File: src/rtl/lsu_pkg.sv
// lsu_pkg: shared funct3 codes, FSM state type and wait-counter width for the load/store unit
package lsu_pkg;
    localparam logic [2:0] F3_B  = 3'b000;
    localparam logic [2:0] F3_H  = 3'b001;
    localparam logic [2:0] F3_W  = 3'b010;
    localparam logic [2:0] F3_BU = 3'b100;
    localparam logic [2:0] F3_HU = 3'b101;
    localparam int CNT_W = 4;
    typedef enum logic [1:0] {IDLE, READ, WRITE, RESP} lsu_state_t;
endpackage

File: src/rtl/lsu_byte_lane.sv
// lsu_byte_lane: little-endian lane select with load extension and store read-modify-write merge
//   word_i    memory word read back
//   addr_lo_i byte offset within the word
//   funct3_i  RV32I width code
//   wdata_i   store data (low byte/half used for SB/SH)
//   load_o    extended load result
//   store_o   word to write back (merged for SB/SH, wdata_i for SW)
module lsu_byte_lane
    import lsu_pkg::*;
(
    input  logic [31:0] word_i,
    input  logic [1:0]  addr_lo_i,
    input  logic [2:0]  funct3_i,
    input  logic [31:0] wdata_i,
    output logic [31:0] load_o,
    output logic [31:0] store_o
);
    logic [7:0]  b;
    logic [15:0] h;
    assign b = word_i[8*addr_lo_i +: 8];
    assign h = addr_lo_i[1] ? word_i[31:16] : word_i[15:0];
    always_comb begin
        load_o  = '0;
        store_o = wdata_i;
        case (funct3_i)
            F3_B: begin
                load_o = {{24{b[7]}}, b};
                store_o = word_i;
                store_o[8*addr_lo_i +: 8] = wdata_i[7:0];
            end
            F3_H: begin
                load_o = {{16{h[15]}}, h};
                store_o = word_i;
                store_o[16*addr_lo_i[1] +: 16] = wdata_i[15:0];
            end
            F3_W:    load_o = word_i;
            F3_BU:   load_o = {24'h0, b};
            F3_HU:   load_o = {16'h0, h};
            default: load_o = '0;
        endcase
    end
endmodule

File: src/rtl/load_store_unit.sv
// load_store_unit: RV32I data-memory initiator with sub-word loads and RMW sub-word stores
//   req_*  load/store request from execute (valid/ready)
//   rsp_*  single response back to the pipeline (valid/ready), rsp_err = rejected access
//   mem_*  word-wide memory: combinational read, posedge write on mem_we
//   Build option: define MISALIGN_TRAP_EN to reject misaligned half/word accesses.
module load_store_unit
    import lsu_pkg::*;
#(
    parameter int ADDR_W      = 32,
    parameter int MEM_AW      = 30,
    parameter int WAIT_CYCLES = 0
) (
    input  logic              clk,
    input  logic              rst_n,
    input  logic              req_valid,
    output logic              req_ready,
    input  logic              req_we,
    input  logic [2:0]        req_funct3,
    input  logic [ADDR_W-1:0] req_addr,
    input  logic [31:0]       req_wdata,
    output logic              rsp_valid,
    input  logic              rsp_ready,
    output logic [31:0]       rsp_rdata,
    output logic              rsp_err,
    output logic [MEM_AW-1:0] mem_addr,
    output logic [31:0]       mem_wdata,
    output logic              mem_we,
    input  logic [31:0]       mem_rdata
);
    localparam logic [CNT_W-1:0] WAIT_N = CNT_W'(WAIT_CYCLES);
    lsu_state_t        state_q, state_d;
    logic              we_q, we_d;
    logic [2:0]        f3_q, f3_d;
    logic [1:0]        lo_q, lo_d;
    logic [31:0]       wdata_q, wdata_d;
    logic [CNT_W-1:0]  cnt_q, cnt_d;
    logic [31:0]       rdata_q, rdata_d;
    logic              err_q, err_d;
    logic [MEM_AW-1:0] maddr_q, maddr_d;
    logic [31:0]       mwdata_q, mwdata_d;
    logic [31:0]       load_val, store_word;
    logic              bad;

    lsu_byte_lane u_lane (
        .word_i    (mem_rdata),
        .addr_lo_i (lo_q),
        .funct3_i  (f3_q),
        .wdata_i   (wdata_q),
        .load_o    (load_val),
        .store_o   (store_word)
    );

    // Unsigned widths exist only for loads, so LBU/LHU codes with we=1 are illegal.
    always_comb begin
        bad = (req_funct3 == 3'b011) || (req_funct3[2:1] == 2'b11) || (req_funct3[2] && req_we);
`ifdef MISALIGN_TRAP_EN
        bad = bad || (req_funct3[1:0] == 2'b01 && req_addr[0])
                  || (req_funct3 == F3_W && req_addr[1:0] != 2'b00);
`else
        bad = bad;
`endif
    end

    always_comb begin
        state_d  = state_q;
        we_d     = we_q;
        f3_d     = f3_q;
        lo_d     = lo_q;
        wdata_d  = wdata_q;
        cnt_d    = cnt_q;
        rdata_d  = rdata_q;
        err_d    = err_q;
        maddr_d  = maddr_q;
        mwdata_d = mwdata_q;
        case (state_q)
            IDLE: if (req_valid) begin
                we_d    = req_we;
                f3_d    = req_funct3;
                lo_d    = req_addr[1:0];
                wdata_d = req_wdata;
                rdata_d = '0;
                err_d   = bad;
                cnt_d   = '0;
                if (bad) state_d = RESP;
                else begin
                    maddr_d = req_addr[ADDR_W-1:2];
                    if (req_we) mwdata_d = req_wdata;
                    state_d = (req_we && req_funct3 == F3_W) ? WRITE : READ;
                end
            end
            READ: if (cnt_q == WAIT_N) begin
                cnt_d = '0;
                if (we_q) begin
                    mwdata_d = store_word;
                    state_d  = WRITE;
                end else begin
                    rdata_d = load_val;
                    state_d = RESP;
                end
            end else cnt_d = cnt_q + 1'b1;
            WRITE:   state_d = RESP;
            RESP:    state_d = rsp_ready ? IDLE : RESP;
            default: state_d = IDLE;
        endcase
    end

    always_ff @(posedge clk or negedge rst_n) begin
        if (!rst_n) begin
            state_q  <= IDLE;
            we_q     <= 1'b0;
            f3_q     <= '0;
            lo_q     <= '0;
            wdata_q  <= '0;
            cnt_q    <= '0;
            rdata_q  <= '0;
            err_q    <= 1'b0;
            maddr_q  <= '0;
            mwdata_q <= '0;
        end else begin
            state_q  <= state_d;
            we_q     <= we_d;
            f3_q     <= f3_d;
            lo_q     <= lo_d;
            wdata_q  <= wdata_d;
            cnt_q    <= cnt_d;
            rdata_q  <= rdata_d;
            err_q    <= err_d;
            maddr_q  <= maddr_d;
            mwdata_q <= mwdata_d;
        end
    end

    // Strobe decodes straight from state so reset drops it asynchronously.
    assign req_ready = (state_q == IDLE);
    assign rsp_valid = (state_q == RESP);
    assign mem_we    = (state_q == WRITE);
    assign rsp_rdata = rdata_q;
    assign rsp_err   = err_q;
    assign mem_addr  = maddr_q;
    assign mem_wdata = mwdata_q;
endmodule
File: config.mk
export PLATFORM = sky130hd
export DESIGN_NAME = load_store_unit
export DESIGN_NICKNAME = d
export VERILOG_FILES = /design/src/rtl/lsu_pkg.sv /design/src/rtl/lsu_byte_lane.sv /design/src/rtl/load_store_unit.sv
export SDC_FILE = /design/constraint.sdc
export NUM_CORES = 1
export LEC_CHECK = 0
export ABC_AREA = 1
export CORE_UTILIZATION = 46
export DETAILED_ROUTE_END_ITERATION = 6
export PLACE_DENSITY_LB_ADDON = 0.25
export RECOVER_POWER = 25
export SLEW_MARGIN = 20
export SYNTH_ARGS = -nofsm -noshare
export SYNTH_HDL_FRONTEND = slang
export SYNTH_SLANG_ARGS = --single-unit
export TNS_END_PERCENT = 30
File: constraint.sdc
create_clock -name clk -period 2.27 [get_ports clk]
set_clock_uncertainty 0.15 [all_clocks]
set_input_delay 0.454 -clock clk [delete_from_list [all_inputs] [get_ports clk]]
set_output_delay 0.454 -clock clk [all_outputs]
set_load 0.01 [all_outputs]
==> impl_results.md <==
* Setup Crit Path Kind: reg -> out
* Fin area at between 0.01 and 0.015 mm²
* Chip width at about 140 µm
* Fmax at between 400 and 500 MHz
* Least-Margin Pin Slew at around 1300 ps
* Fillers at roughly 1600
* Tcrit/Tclk final at just under 100%
* Post-layout util at 64.6%
* Average cell area after synthesis at approximately 6.5 µm²
* Synthesis-to-finish area growth at 36.4%
* WL final at about 27000 µm
* Global Route Usage Sum at around 30%
* Max stage delay on crit path at roughly 550 ps
* Vias in the first global route at ~8000
* DR iter-0 viols at 725
* Share of layout cells above drive strength 1 at 6.41%
* Compound-cell area share of the yosys netlist at under 10%
* GRT overflow at 0
* Vias per Instance at about 5.2
* Synth area leader: dfrtp_1
* Combinational family with the most area after synthesis: simple AND/OR/NAND/NOR gates
* Final worst slack at around 88 ps
* Synth Area in Simple Gates at a little over two fifths
* Final net count at between 1500 and 2000
* Critical Path Slowest Stage Cell: clkdlybuf4s50_1
* CTS tree: done
* CTS clk-pin slew, worst paths at 60 ps
* Pre-CTS WS at ~82 ps
* Crit-path cells: inv_2 -> nor2_1 -> clkdlybuf4s50_1
* Most common cell after layout, fill and taps aside: nand2_1
* Yosys warnings at 0
* Fin Setup TNS at 0 ps
* Total power at ~16 mW
* DRC at 0
* Starting Density at 47.3%
* Yosys top cell area share at between 40% and 50%
* Ant diodes at 0
* Post-route ant nets at 0
* Sink Count at ~140
* Max Slew Vio Count at 0
* VDD IR max at between 0.0007 and 0.0008 V
* First-pass GRT wire length at about 43000 µm
* Row count at 48
* Placed Cells at between 1500 and 2000
* Antenna violations before repair at 1
* Post-detail-place hpwl at a little under 20000 µm
* Mux contribution to synthesized area at 0%
* Synth top area cells: dfrtp_1 42%, nand2_1 27%, nor2_1 7.0%
* Post-synth design cell area at between 0.008 and 0.009 mm²
* Worst hold margin at ~330 ps
* Non-Filler Instances at between 1500 and 2000
* Core Region at ~0.017 mm²
* Pre-antenna DRT Iters at 5
* Netlist cell types at 27
* Arrival @ worst endpoint at 1580 ps
* H-tree Lvls at 4
* HP Class: reg -> reg
* DR WL/cell at 16.0 µm
* Critical Path RT at roughly 1700 ps
* Status: finished, final reports clean
* Setup violators final at 0
* RSZ-0062 raised after global routing: false
* Net count after synthesis at between 1000 and 1500
* Port bufs at 201
* CTS Buffer Depth at 2
* Power per cell area at 1390 mW/mm²
* Final Critical Period at around 2200 ps
* CP startpoint kind: flop
* Skew-Pair Late Insertion Delay at between 400 and 500 ps
* Yosys reg bits at around 140
* Crit path max fanout at 5
* Max-Cap Viols at 0
* CTS Buf Count at 17
* Most frequent cells in the layout: 592 x nand2_1, 199 x clkdlybuf4s50_1, 153 x nor2_1
* Die Y-Extent at roughly 140 µm
* Leakage at 5.57 nW
* Seq/Total Area, Yosys at a little over two fifths
* Slew margin rel. at between 10 and 15%
* Placed Area at 0.0106 mm²
* Gate Count Post-Synth at between 1000 and 1500
* Endpoint type of the worst setup path: output pin
* Synth Area in Adders at 1.06%
* Hold Vio Cnt, Final at 0
* I/O pin cnt at a little over 200
* XOR/XNOR share of the synthesized area at less than 1%
* Placer Congestion at between 0.9 and 1
* Vias at around 8700
* Die footprint at around 0.018 mm²
* Pin count of the biggest net entering global routing at 83
* Clock root buffer: clkbuf_16
## layout make-up
cell class | instances | area, µm² | area share [%]
clock buffers | 23 | 478 | 4.25
clock inverters | 9 | 136 | 1.21
inverters | 64 | 240 | 2.14
multi-input cells | 985 | 4150 | 36.9
flip-flops and latches | 139 | 3480 | 30.9
well taps | 225 | 282 | 2.50
repair buffers | 246 | 2480 | 22.0
## layer usage
layer  vias up  global-route usage [%]  share of wire (%)
met4         0                    11.9                3.1
li1       4329                       -                  -
met5         -                       0                  0
met3        49                    7.20                8.2
met1      4008                    40.0                 43
met2       362                    48.2                 45
## report_power, final
part           total (mW)  internal, mW  switching (mW)
Sequential           4.31          3.53           0.779
Combinational        8.38          3.49            4.89
Clock                2.92          1.82            1.09
## cells in the mapped netlist
cell        n
nand3_1    54
nand2_2     1
nor2_1    154
ha_1        7
buf_4       2
nor3_1     43
nor3_2      1
nand2_1   593
o21ai_1    11
or2_2       1
buf_6       3
nand4_1    26
nor2_2      3
o211ai_1    7
xor2_1      1
inv_1      55
a21oi_1    44
o21ai_0    34
clkinv_1    2
clkbuf_1   17
nor2_4      3
nand3b_2    1
buf_2      52
inv_2       7
buf_1       3
dfrtp_1   139
nand3b_1    1
## registers in the layout, summed over array words and instances (netlist names)
name and count:
mem_addr 30, state_q 2, rsp_rdata 32, cnt_q 4
lo_q 2, mem_wdata 32, f3_q 3, we_q 1
rsp_err 1, wdata_q 32
## timing repair
item	in CTS	in global routing
endpoints found under the hold margin	42	0
endpoints found under the setup margin	2	0
buffers inserted	0	0
resized for setup	2	0
hold buffers	1	0
## path summary, 6_finish.rpt
check	cells after the start	slack [ps]	start	end
setup reg to reg	7	180	state_q[0]$_DFFE_PN0P_	mem_wdata[10]$_DFFE_PN0P_
hold reg to reg	2	330	mem_wdata[3]$_DFFE_PN0P_	mem_wdata[3]$_DFFE_PN0P_
setup / recovery	3	90	state_q[1]$_DFFE_PN0P_	mem_we
min in group asynchronous	2	700	rst_n	rsp_rdata[7]$_DFFE_PN0P_
max in group asynchronous	4	340	rst_n	cnt_q[2]$_DFFE_PN0P_
hold / removal	2	330	mem_wdata[3]$_DFFE_PN0P_	mem_wdata[3]$_DFFE_PN0P_
## worst max-delay path: cells and delay by family (launching register included)
family / cells / cell delay [ps]
buffers and inverters: 2 / 630
flip-flops: 1 / 440
AND/OR/NAND/NOR: 1 / 90
## kinds of logic after synthesis
kind of cell	after synthesis
adders and majority gates	7
xor gates and xnor gates	1
DFF	139
and+or+nand+nor	881
buffers and inverters	141
AOI/OAI and AO/OA	96
(Power assumes the default switching activity.)
